**src/rtl/dual_edge_seq_pkg.sv**
```systemverilog
// Shared types for the dual-edge capture sequencer: edge modes, FSM states,
// command record layout and small edge-mode decode helpers.
package dual_edge_seq_pkg;

    localparam int unsigned CMD_DATA_W = 8;
    localparam int unsigned CMD_CNT_W  = 4;

    typedef enum logic [1:0] {
        EDGE_NONE = 2'd0,
        EDGE_POS  = 2'd1,
        EDGE_NEG  = 2'd2,
        EDGE_BOTH = 2'd3
    } edge_mode_t;

    typedef enum logic {
        IDLE = 1'b0,
        RUN  = 1'b1
    } state_t;

    typedef struct packed {
        logic [CMD_DATA_W-1:0] data;
        logic [CMD_DATA_W-1:0] step;
        logic [CMD_DATA_W-1:0] mask;
        edge_mode_t            edge_mode;
        logic [CMD_CNT_W-1:0]  beats;
    } cmd_t;

    // True when the mode drives the posedge capture enables
    function automatic logic pos_enabled(input edge_mode_t m);
        return (m == EDGE_POS) || (m == EDGE_BOTH);
    endfunction

    // True when the mode drives the negedge capture enables
    function automatic logic neg_enabled(input edge_mode_t m);
        return (m == EDGE_NEG) || (m == EDGE_BOTH);
    endfunction

endpackage

```
**src/rtl/dual_edge_seq_fifo.sv**
```systemverilog
// Synchronous command FIFO with occupancy count; push and pop in the same
// cycle are both honoured (count unchanged). Head entry is read combinationally.
module dual_edge_seq_fifo #(
    parameter int unsigned WIDTH = 8,
    parameter int unsigned DEPTH = 4
) (
    input  logic                     clk,
    input  logic                     rst_n,
    input  logic                     push,
    input  logic [WIDTH-1:0]         din,
    input  logic                     pop,
    output logic [WIDTH-1:0]         dout,
    output logic                     full,
    output logic                     empty,
    output logic [$clog2(DEPTH):0]   count
);

    localparam int unsigned AW = $clog2(DEPTH);
    localparam int unsigned CW = AW + 1;

    logic [WIDTH-1:0] mem_q [DEPTH];
    logic [WIDTH-1:0] mem_d [DEPTH];
    logic [AW-1:0]    wr_ptr_q, wr_ptr_d;
    logic [AW-1:0]    rd_ptr_q, rd_ptr_d;
    logic [CW-1:0]    count_q, count_d;
    logic             do_push, do_pop;

    assign full    = (count_q == CW'(DEPTH));
    assign empty   = (count_q == '0);
    assign count   = count_q;
    assign dout    = mem_q[rd_ptr_q];
    assign do_push = push && !full;
    assign do_pop  = pop && !empty;

    // Next-state for storage, pointers and occupancy
    always_comb begin
        mem_d    = mem_q;
        wr_ptr_d = wr_ptr_q;
        rd_ptr_d = rd_ptr_q;
        count_d  = count_q;
        if (do_push) begin
            mem_d[wr_ptr_q] = din;
            wr_ptr_d        = wr_ptr_q + AW'(1);
        end
        if (do_pop) begin
            rd_ptr_d = rd_ptr_q + AW'(1);
        end
        if (do_push && !do_pop) begin
            count_d = count_q + CW'(1);
        end else if (!do_push && do_pop) begin
            count_d = count_q - CW'(1);
        end
    end

    // State registers; reset empties the FIFO
    always_ff @(posedge clk or negedge rst_n) begin
        if (!rst_n) begin
            mem_q    <= '{default: '0};
            wr_ptr_q <= '0;
            rd_ptr_q <= '0;
            count_q  <= '0;
        end else begin
            mem_q    <= mem_d;
            wr_ptr_q <= wr_ptr_d;
            rd_ptr_q <= rd_ptr_d;
            count_q  <= count_d;
        end
    end

endmodule

```
**src/rtl/dual_edge_seq.sv**
```systemverilog
// Command-driven beat sequencer feeding dual_edge_ff: queues latch commands
// and replays each as a burst of one beat per clock with accumulating data.
module dual_edge_seq
    import dual_edge_seq_pkg::*;
#(
    parameter int unsigned           DATA_WIDTH  = CMD_DATA_W,
    parameter logic [DATA_WIDTH-1:0] RESET_VALUE = '0,
    parameter int unsigned           FIFO_DEPTH  = 4,
    parameter int unsigned           CNT_WIDTH   = CMD_CNT_W
) (
    input  logic                          clk,
    input  logic                          rst_n,
    input  logic                          cmd_valid,
    output logic                          cmd_ready,
    input  logic [DATA_WIDTH-1:0]         cmd_data,
    input  logic [DATA_WIDTH-1:0]         cmd_step,
    input  logic [DATA_WIDTH-1:0]         cmd_mask,
    input  logic [1:0]                    cmd_edge,
    input  logic [CNT_WIDTH-1:0]          cmd_beats,
    output logic [DATA_WIDTH-1:0]         data_in,
    output logic [DATA_WIDTH-1:0]         pos_edge_latch_en,
    output logic [DATA_WIDTH-1:0]         neg_edge_latch_en,
    output logic                          busy,
    output logic                          cmd_done,
    output logic [$clog2(FIFO_DEPTH):0]   fifo_level
);

    // Same layout as cmd_t, but sized by this instance's parameters
    typedef struct packed {
        logic [DATA_WIDTH-1:0] data;
        logic [DATA_WIDTH-1:0] step;
        logic [DATA_WIDTH-1:0] mask;
        edge_mode_t            edge_mode;
        logic [CNT_WIDTH-1:0]  beats;
    } entry_t;

    localparam logic [CNT_WIDTH-1:0] ONE = CNT_WIDTH'(1);

    entry_t push_entry, head;
    logic   fifo_full, fifo_empty, fifo_pop;

    state_t                state_q, state_d;
    logic [DATA_WIDTH-1:0] data_q, data_d;
    logic [DATA_WIDTH-1:0] pos_q, pos_d;
    logic [DATA_WIDTH-1:0] neg_q, neg_d;
    logic                  done_q, done_d;
    logic [DATA_WIDTH-1:0] step_q, step_d;
    logic [DATA_WIDTH-1:0] mask_q, mask_d;
    edge_mode_t            mode_q, mode_d;
    logic [CNT_WIDTH-1:0]  remain_q, remain_d;

    assign push_entry = '{data:      cmd_data,
                          step:      cmd_step,
                          mask:      cmd_mask,
                          edge_mode: edge_mode_t'(cmd_edge),
                          beats:     cmd_beats};

    dual_edge_seq_fifo #(
        .WIDTH ($bits(entry_t)),
        .DEPTH (FIFO_DEPTH)
    ) u_fifo (
        .clk   (clk),
        .rst_n (rst_n),
        .push  (cmd_valid),
        .din   (push_entry),
        .pop   (fifo_pop),
        .dout  (head),
        .full  (fifo_full),
        .empty (fifo_empty),
        .count (fifo_level)
    );

    assign cmd_ready         = !fifo_full;
    assign busy              = (state_q == RUN) || !fifo_empty;
    assign data_in           = data_q;
    assign pos_edge_latch_en = pos_q;
    assign neg_edge_latch_en = neg_q;
    assign cmd_done          = done_q;

    // Beat generation: IDLE pops and emits beat 0, RUN accumulates data.
    // The last beat always returns to IDLE, which pops the next head on the
    // following edge, so back-to-back commands stay gap-free.
    always_comb begin
        state_d  = state_q;
        data_d   = data_q;
        pos_d    = '0;
        neg_d    = '0;
        done_d   = 1'b0;
        step_d   = step_q;
        mask_d   = mask_q;
        mode_d   = mode_q;
        remain_d = remain_q;
        fifo_pop = 1'b0;
        unique case (state_q)
            IDLE: begin
                if (!fifo_empty) begin
                    fifo_pop = 1'b1;
                    step_d   = head.step;
                    mask_d   = head.mask;
                    mode_d   = head.edge_mode;
                    if (head.beats == '0) begin
                        // zero-beat command: one cycle, data held, no enables
                        done_d = 1'b1;
                    end else begin
                        data_d   = head.data;
                        pos_d    = pos_enabled(head.edge_mode) ? head.mask : '0;
                        neg_d    = neg_enabled(head.edge_mode) ? head.mask : '0;
                        remain_d = head.beats - ONE;
                        if (head.beats == ONE) begin
                            done_d = 1'b1;
                        end else begin
                            state_d = RUN;
                        end
                    end
                end
            end
            RUN: begin
                data_d   = data_q + step_q;
                pos_d    = pos_enabled(mode_q) ? mask_q : '0;
                neg_d    = neg_enabled(mode_q) ? mask_q : '0;
                remain_d = remain_q - ONE;
                if (remain_q == ONE) begin
                    done_d  = 1'b1;
                    state_d = IDLE;
                end
            end
            default: state_d = IDLE;
        endcase
    end

    // FSM and registered outputs
    always_ff @(posedge clk or negedge rst_n) begin
        if (!rst_n) begin
            state_q  <= IDLE;
            data_q   <= RESET_VALUE;
            pos_q    <= '0;
            neg_q    <= '0;
            done_q   <= 1'b0;
            step_q   <= '0;
            mask_q   <= '0;
            mode_q   <= EDGE_NONE;
            remain_q <= '0;
        end else begin
            state_q  <= state_d;
            data_q   <= data_d;
            pos_q    <= pos_d;
            neg_q    <= neg_d;
            done_q   <= done_d;
            step_q   <= step_d;
            mask_q   <= mask_d;
            mode_q   <= mode_d;
            remain_q <= remain_d;
        end
    end

endmodule

```
**config.mk**
```make
export PLATFORM = sky130hd
export DESIGN_NAME = dual_edge_seq
export DESIGN_NICKNAME = d
export VERILOG_FILES = /design/src/rtl/dual_edge_seq_pkg.sv /design/src/rtl/dual_edge_seq_fifo.sv /design/src/rtl/dual_edge_seq.sv
export SDC_FILE = /design/constraint.sdc
export NUM_CORES = 1
export LEC_CHECK = 0
export BUFFER_PORTS_ARGS = -buffer_cell sky130_fd_sc_hd__buf_2
export CAP_MARGIN = 20
export CORE_MARGIN = 3
export CORE_UTILIZATION = 50
export CTS_CLUSTER_SIZE = 12
export DETAILED_ROUTE_END_ITERATION = 10
export PLACE_DENSITY_LB_ADDON = 0.05
export SLEW_MARGIN = 20
export SYNTH_ARGS = -nofsm -noshare
export SYNTH_HDL_FRONTEND = slang
export SYNTH_HIERARCHICAL = 1
export SYNTH_SLANG_ARGS = --single-unit
export TNS_END_PERCENT = 20
```
**constraint.sdc**
```tcl
create_clock -name clk -period 3.2 [get_ports clk]
set_input_delay 0.16 -clock clk [delete_from_list [all_inputs] [get_ports clk]]
set_output_delay 0.16 -clock clk [all_outputs]
set_load 0.05 [all_outputs]
```
Word level (Yosys, flattened, before mapping). Index checks and enable logic that the tools add are counted.

Flip-flop bits (word level): 175. Input bits: 33. Output and inout bits: 30. Logic and storage cells: 96.

Add/subtract/negate cells: 7. Order comparisons: 3. Equality and inequality tests: 11. Muxes and demuxes: 36. Bitwise operators: 4. Reduce and logical (&&, ||, !) cells: 19.

Operator list (count): $bwmux 120 (1); $mux 30 (3); $mux 8 (10); $bmux 30 s2 (1); $demux 30 s2 (1); $pmux 8 s2 (3); $mux 1 (10); $add 8x8->8 (1); $eq 2x2->1 const B (4); $eq 4x1->1 const B (2); $mux 4 (2); $pmux 4 s2 (1); $sub 4x1->4 const B (2); $ge 3x3->1 const B (2); $mux 3 (2); $not 2->3 (2); $logic_and 1x1->1 (5); $logic_or 1x1->1 (5); $add 2x1->2 const B (2); $eq 2x1->1 const B (2); $logic_not 1->1 (4); $logic_not 4->1 (1); $ne 2x2->1 const B (2); $pmux 1 s2 (2); other kinds (8) (10).

Depth between registers and ports, before layout. Gate-level depths: netlist (run 1).

Depth in word-level cells: 10. Depth in mapped cells: 11. Gate-level depth less buffers: 10.

Cells and area by module. Netlist (run 1), hierarchy kept.

By module, submodules not included: dual_edge_seq_fifo (times used 1, cells an instance 327, area an instance 5620.4 um^2, sequential area each 3178.0 um^2); dual_edge_seq (times used 1, cells an instance 209, area an instance 2433.6 um^2, sequential area each 1201.2 um^2).

Least setup slack after synthesis (run 1). OpenSTA, ideal clock, no wires.

Path kind: flip-flop to flip-flop. From: register u_fifo.count_q[0] (netlist: u_fifo/count[0]). To: register u_fifo.count_q[2] (netlist: u_fifo/count[2]). Library setup time: 0.082 ns. Arrival time: 2.805 ns. Data required time: 3.118 ns. Slack: 0.313 ns. Stages on the path, launching flop included: 12. Buffers on the path: 1. Period minus slack after synthesis: 2.887 ns. Cell sequence: dfrtp_1 > nor3_1 > or2_2 > inv_1 > buf_2 > nand2b_1 > ha_1 > inv_1 > fa_1 > xor2_1 > nor2_1 > xor2_1.

Word-level cells in the longest chain between the ends: 7. Elaborated cells on any way between the ends: 17. Those cells by class: add/sub: 2; eq/ne: 1; mux: 4; reduce/logical: 10.

Ends and longest elaborated chain: start, declared (RTL line dual_edge_seq_fifo.sv:25) `logic [CW-1:0] count_q, count_d;`; start signal, assigned (RTL line dual_edge_seq_fifo.sv:66) `count_q <= count_d;`; $logic_not 3->1 (*) (RTL line dual_edge_seq_fifo.sv:29) `assign empty = (count_q == '0);`; net fifo_empty (RTL line dual_edge_seq.sv:40) `logic fifo_full, fifo_empty, fifo_pop;`; $mux 1 (*) (RTL line dual_edge_seq.sv:96) `if (!fifo_empty) begin`; $mux 1 (*) (RTL line dual_edge_seq.sv:94) `unique case (state_q)`; net fifo_pop (RTL line dual_edge_seq.sv:40); $logic_and 1x1->1 (*) (RTL line dual_edge_seq_fifo.sv:33) `assign do_pop = pop && !empty;`; $logic_not 1->1 (RTL line dual_edge_seq_fifo.sv:48) `if (do_push && !do_pop) begin`; $logic_and 1x1->1 (RTL line dual_edge_seq_fifo.sv:48); $mux 3 / $reduce_bool 2->1 (equally long branches).

The timed path passes the listed nets; every way through them passes the cells marked *. The select of a mux whose other input is x is not followed. A chain may end at the register's enable or synchronous reset.

Final worst setup path (run 1).
From: register u_fifo.count_q[0] (netlist: u_fifo/count[0]). To: register u_fifo.count_q[2] (netlist: u_fifo/count[2]).

Word-level cells in the longest chain between the ends: 7. Elaborated cells on any way between the ends: 17. Those cells by class: add/sub: 2; eq/ne: 1; mux: 4; reduce/logical: 10.

Ends and longest elaborated chain (RTL line): $logic_not 3->1 (*) (dual_edge_seq_fifo.sv:29); net fifo_empty (dual_edge_seq.sv:40); $mux 1 (dual_edge_seq.sv:96); $mux 1 (dual_edge_seq.sv:94); $logic_and 1x1->1 (*) (dual_edge_seq_fifo.sv:33); $logic_not 1->1 (dual_edge_seq_fifo.sv:48); $logic_and 1x1->1 (dual_edge_seq_fifo.sv:48); $mux 3 / $reduce_bool 2->1 (equally long branches).

Marked as above.

==> results of run 1 <==
[placed cells by master, fill, tap and decap left out, types with 3 or more instances in the layout]
| cell type | count |
|---|---|
| mux2i_1 | 7 |
| nand2_1 | 15 |
| buf_4 | 11 |
| nor2_4 | 4 |
| clkbuf_8 | 3 |
| buf_2 | 61 |
| dlygate4sd3_1 | 27 |
| ha_1 | 16 |
| mux2_2 | 139 |
| inv_1 | 15 |
| o21ai_0 | 7 |
| o22ai_1 | 3 |
| clkinvlp_4 | 3 |
| a211oi_1 | 5 |
| and2_1 | 3 |
| nor3_1 | 8 |
| nor2_1 | 9 |
| clkinv_4 | 4 |
| clkbuf_16 | 17 |
| mux4_2 | 30 |
| a21oi_1 | 6 |
| xnor2_1 | 7 |
| dfrtp_1 | 174 |
| a22o_1 | 16 |
| xor2_1 | 5 |
[per-layer routing]
layer	vias up	part of all wire (%)	track usage (%)
met3	11	3.7	4.68
met2	82	48	31.8
met5	-	0	0
met1	2501	47	27.2
met4	0	1.0	5.89
li1	2157	-	-
[stage by stage]
step	power, mW	setup slack (ps)	cells	util [%]
after floorplan	8.08	313	536	-
after global placement	9.09	697	793	55.2
after detailed placement	9.27	639	793	55.2
after CTS	11.4	634	852	60.8
after global routing	12.0	439	852	60.8
final	11.3	661	852	60.8
[layout make-up]
type                    count  share of cell area (%)
well taps                 211                    2.80
inverters                  15                   0.598
repair buffers            102                    7.53
flip-flops and latches    175                    46.5
clock buffers              21                    4.99
multi-input cells         317                    36.2
clock inverters            11                    1.39
[where the power goes]
group	switching (mW)	internal [mW]	total (mW)	leakage, nW
sequential	0.670	3.34	4.01	2.10
combinational	2.63	2.58	5.21	1.74
clock	0.860	1.22	2.08	0.286
[registers in the layout, summed over array words and instances, names as in the netlist]
register,count
cmd_done,1
data_in,8
mask_q,8
mode_q,2
neg_edge_latch_en,8
pos_edge_latch_en,8
remain_q,4
state_q,1
step_q,8
u_fifo/count,3
u_fifo/mem_q,120
u_fifo/rd_ptr_q,2
u_fifo/wr_ptr_q,2
[final timing paths]
check                                    end  slack [ps]  depth (start not counted)
max                          u_fifo/count[2]         660                         11
min                         u_fifo/mem_q[90]          30                          2
max reg2reg                  u_fifo/count[2]         660                         11
min reg2reg                        mode_q[1]         500                          1
max in group asynchronous  u_fifo/mem_q[115]        1910                          3
min in group asynchronous   u_fifo/mem_q[97]         330                          2
[worst max-delay path, delay by kind of cell, from the launching register on]
kind / cells / cell delay [ps]
AND/OR/NAND/NOR: 4 / 770
adder cells (fa/ha/maj): 2 / 570
flip-flops: 1 / 470
buffers and inverters: 3 / 350
XOR/XNOR: 2 / 290
[repair_timing]
item                                    CTS  global route
hold endpoints to repair                167             0
hold buffers                             27             0
endpoints found under the setup margin    0             0
[kinds of logic after synthesis]
logic type      synth area share, %
flops                          54.4
simple gates                   4.12
buf+inv                        3.67
mux                            28.7
compound gates                 4.86
xor+xnor                       1.30
fa+ha+maj                      2.98
==> results.ini, run 1 <==
[synth]
syn_area_per_cell_um2=15.0
syn_nets=587
netlist_instances=536
synth_top_area_cell=dfrtp_1
synth.top_cells.by_count=dfrtp_1, mux2_2, mux4_2
synthTopCellsByArea=dfrtp_1, mux2_2, mux4_2
synth_edf_count=0
synth_cell_types=50
synth_warnings=6
ys_seq_area_share_pct=54.4
ys.flop_type=dfrtp_1
synth_area_um2=8050
yosysMostFrequentCell=dfrtp_1
ys_ff_latch=175
synth_top_area_share_pct=54.4
async_reset_ff_share_pct=100

[cells_and_area]
regArea_um2=4380
syn_to_final_growth_pct=17.0
antenna_cells=0
design_area_um2=9420
nets=679
multiInputGateArea_um2=3410
drive_gt1_share_pct=45.1
n_fill_cell=1214

[grt]
antenna_found_initial=0
first_global_vias=5033
grt_pass1_wl_um=27000
grt_max_degree=77
grt_use_total_pct=19.9
grt_overflow=0

[floorplanning]
die_area_um2=17700
row_count=45
initial_core_util_pct=52.0
ios=63
core_area_um2=15500
die_h_um=133
die_x_um=133

[clock_network]
cts_max_level=4
root_buffer=clkbuf_16
cts_setup_buffers=0
clk_path_buf_depth=2
ctsResizeCount=0
clock_sinks=175
numCtsBuffers=17
cts_tree=built
path_clk_slew_ps=60
insertion_delay_ps=430

[setup_path]
crit_chain=nor3_1 > buf_4 > or2_2 > inv_1 > nand2b_1 > ha_1 > inv_1 > fa_1 > xor2_1 > nor2_1 > xor2_1
startpoint=u_fifo/count[0]
worstReg2RegStart=u_fifo/count[0]
critPathCaptureType=flip-flop
critPathRequiredTime_ps=3550
slowest_delay_ps=470
crit_fanout=12
critPathKind=reg -> reg
critPathArrivalTime_ps=2890
startpoint_type=flip-flop
crit_slowest_cell=dfrtp_1

[routing]
wl_um=16600
first_pass_iters=6
drt.antenna.violating_nets=0
drc=0
avgRoutedWirePerCell_um=19.5
via_per_inst=5.58
vias=4751
drt_iter0_drc=231

[timing]
hold_viol=0
period_minus_slack_ps=2540
worst_slew_pin_slew_ps=703
final-setup-viol-count=0
maxSlewHeadroom_pct=53.2
post-route-period-util_pct=79.3
finalSetupTns_ps=0
finClkSkew_ps=9.86
timing.hold.ws_ps=26.1
drv_slew=0
clock.fmax_mhz=394
rsz0062_at_grt=false

[power_and_ir_drop]
power_density_nw_per_um2=1200
p_leak_nw=4.12
ir_worst_vdd_v=0.000545

[placed_design]
dpl-instance-area_um2=8550
portBuffers=62
gp_congestion=0.795
dp_hpwl_um=11100

[outcome]
status=finished clean

[hold_path]
hp-class=in -> reg
min-delay-start=cmd_beats[0]

[run]
cap_violations=0

Note: power is estimated with default switching activity, not from simulation.
==> inputs of run 2 (changes only) <==
- clock period: 3.2 -> 2.5 ns (I/O delays scaled with it)
==> run 2 against run 1 <==
  * Setup slack lost 550 ps
  * Final area grew 0.76%
  * Largest cell class unchanged
  * First-iteration DRC count grew 4.8%
  * Highest routed layer unchanged
  * Non-clock buffer count grew 7
  * Final cell count grew 0.82%
  * Critical path depth shrank 5
  * Critical path type unchanged
==> results.ini, run 2 (same netlist as run 1, synthesis figures left out) <==
[setup_path]
critPathKind=reg -> reg
r2r_setup_slack_ps=110  ; -550 ps
startpoint=u_fifo/rd_ptr_q[0]
rr_endpoint=pos_edge_latch_en[6]
worstReg2RegStart=u_fifo/rd_ptr_q[0]
critPathArrivalTime_ps=2690  ; -200 ps
critPathCaptureType=flip-flop
startpoint_type=flip-flop
reg2reg_depth=6  ; -5
critPathRequiredTime_ps=2800  ; -750 ps
crit_fanout=8  ; -4

[cells_and_area]
regArea_um2=4380  ; about the same
nets=686  ; +1.0%
most-common-layout-cells=dfrtp_1, mux2_2, buf_2
largest_register_ff_count=120  ; unchanged
n_fill_cell=1198  ; -1.3%
antenna_cells=0  ; unchanged
final_common_cell=dfrtp_1
syn_to_final_growth_pct=17.9
top_register=u_fifo/mem_q
utilization_pct=61.3  ; +0.46 points
multiInputGateArea_um2=3400  ; -0.26%
drive_gt1_share_pct=45.2  ; +0.13 points

[hold_path]
min-delay-start=cmd_valid
hold_end=u_fifo/wr_ptr_q[0]
hold_depth=3  ; +1
hp-class=in -> reg

[timing]
finalSetupTns_ps=0  ; unchanged
hold_viol=0  ; unchanged
post-route-period-util_pct=95.6  ; +16 points
rsz0062_at_grt=false
worst_slew_pin_slew_ps=617  ; -85.4 ps
clock.fmax_mhz=418  ; +6.2%
maxSlewHeadroom_pct=58.9  ; +5.7 points
period_minus_slack_ps=2390  ; -149 ps
drv_slew=0  ; unchanged
final-setup-viol-count=0  ; unchanged
finClkSkew_ps=13.7  ; +3.82 ps

[power_and_ir_drop]
p_leak_nw=4.15  ; +0.74%
p_int_mw=9.25  ; +29%
netSwitchingPower_mw=5.31  ; +28%
p_sw_share_pct=36.5  ; -0.33 points
power_density_nw_per_um2=1530  ; +28%
combPwrFrac_pct=46.6  ; +0.5 points
ir_worst_vdd_v=0.00106  ; +94%
clkPwrFrac_pct=18.3  ; about the same
power_frac_seq_pct=35.1  ; -0.4 points

[routing]
drt_iter0_drc=242  ; +4.8%
wl_um=16800  ; +0.82%
drt.antenna.violating_nets=0  ; unchanged
avgRoutedWirePerCell_um=19.5  ; about the same
drc=0  ; unchanged
vias=4739  ; -0.25%
first_pass_iters=4  ; -2
via_per_inst=5.52  ; -1.1%

[outcome]
status=finished clean

[floorplanning]
die_area_um2=17700  ; unchanged
initial_core_util_pct=52.0  ; unchanged
die_h_um=133  ; unchanged
ios=63  ; unchanged
row_count=45  ; unchanged
core_area_um2=15500  ; unchanged
die_x_um=133  ; unchanged

[clock_network]
numCtsBuffers=17  ; unchanged
cts_setup_buffers=0  ; unchanged
cts_tree=built
ctsResizeCount=0  ; unchanged
insertion_delay_ps=430  ; about the same
path_clk_slew_ps=60  ; about the same
clk_path_buf_depth=2  ; unchanged
cts_max_level=4  ; unchanged
clock_sinks=175  ; unchanged
root_buffer=clkbuf_16

[grt]
grt_pass1_wl_um=27600  ; +2.0%
grt_overflow=0  ; unchanged
grt_use_total_pct=20.3  ; +0.49 points
grt_max_degree=68  ; -12%
first_global_vias=5047  ; +0.28%
antenna_found_initial=0  ; unchanged

[placed_design]
gp_congestion=0.883  ; +11%
dp_hpwl_um=11200  ; +1.1%
portBuffers=62  ; unchanged

[run]
cap_violations=0  ; unchanged

==> run 2: changes by cell type in the layout (fill, tap and decap cells not counted), sizes merged <==
cell and change:
bufinv +1, clkbuf +1, dlygate4sd3 +4, buf +3, clkinv -2
==> run 2: worst max-delay path: stages (launching register included) <==
cell,delay (ps)
dfrtp_2,400
mux4_2,540
inv_1,110
ha_1,230
or3b_4,430
and3_1,290
a22o_1,280
==> run 2: layout make-up <==
type                       count  area share [%]
sequential                   175            46.2
tap                          211            2.78
inverter                      15           0.593
clock inverter                10            1.44
multi-input combinational    317            35.8
clock buffer                  22            4.78
timing repair buffer         109            8.40
==> run 2: worst max-delay path by stage <==
| stage | to | cells after the start |
|---|---|---|
| 4_1_cts | pos_edge_latch_en[6] | 6 |
| 3_5_place_dp | pos_edge_latch_en[1] | 6 |
| 5_1_grt | data_in[6] | 7 |
| 6_report | pos_edge_latch_en[6] | 6 |
| 3_3_place_gp | neg_edge_latch_en[1] | 6 |
| 2_1_floorplan | neg_edge_latch_en[0] | 9 |
==> run 2: layer usage <==
layer	vias to the layer above	wire length (um)	track usage [%]
li1	2169	-	-
met1	2489	7930	28.7
met2	67	8100	31.9
met3	14	578	4.56
met4	0	182	6.00
met5	-	0	0
==> run 2: power groups by stage <==
stage	sequential (mW)	clock [mW]	combinational [mW]
after floorplan	5.47	0	4.91
after global placement	5.10	0	6.61
after detailed placement	5.17	0	6.80
after CTS	5.13	2.72	6.86
after global routing	5.29	2.83	7.39
final	5.11	2.66	6.79
==> run 2: stage by stage <==
stage,power [mW],instances,instance area (um^2),hold WS (ps),setup slack (ps)
finish,14.6,859,9490,105,110
global route,15.5,859,9490,116,3.01
CTS,14.7,859,9490,94.4,79.0
detailed placement,12.0,796,8590,147,90.6
global placement,11.7,796,8590,136,167
floorplan,10.4,536,8080,-171,12.3
==> run 2: what timing repair did <==
| action | 4_1_cts | 5_1_grt |
|---|---|---|
| hold endpoints to repair | 184 | 0 |
| hold buffers | 31 | 0 |
| endpoints found under the setup margin | 0 | 0 |
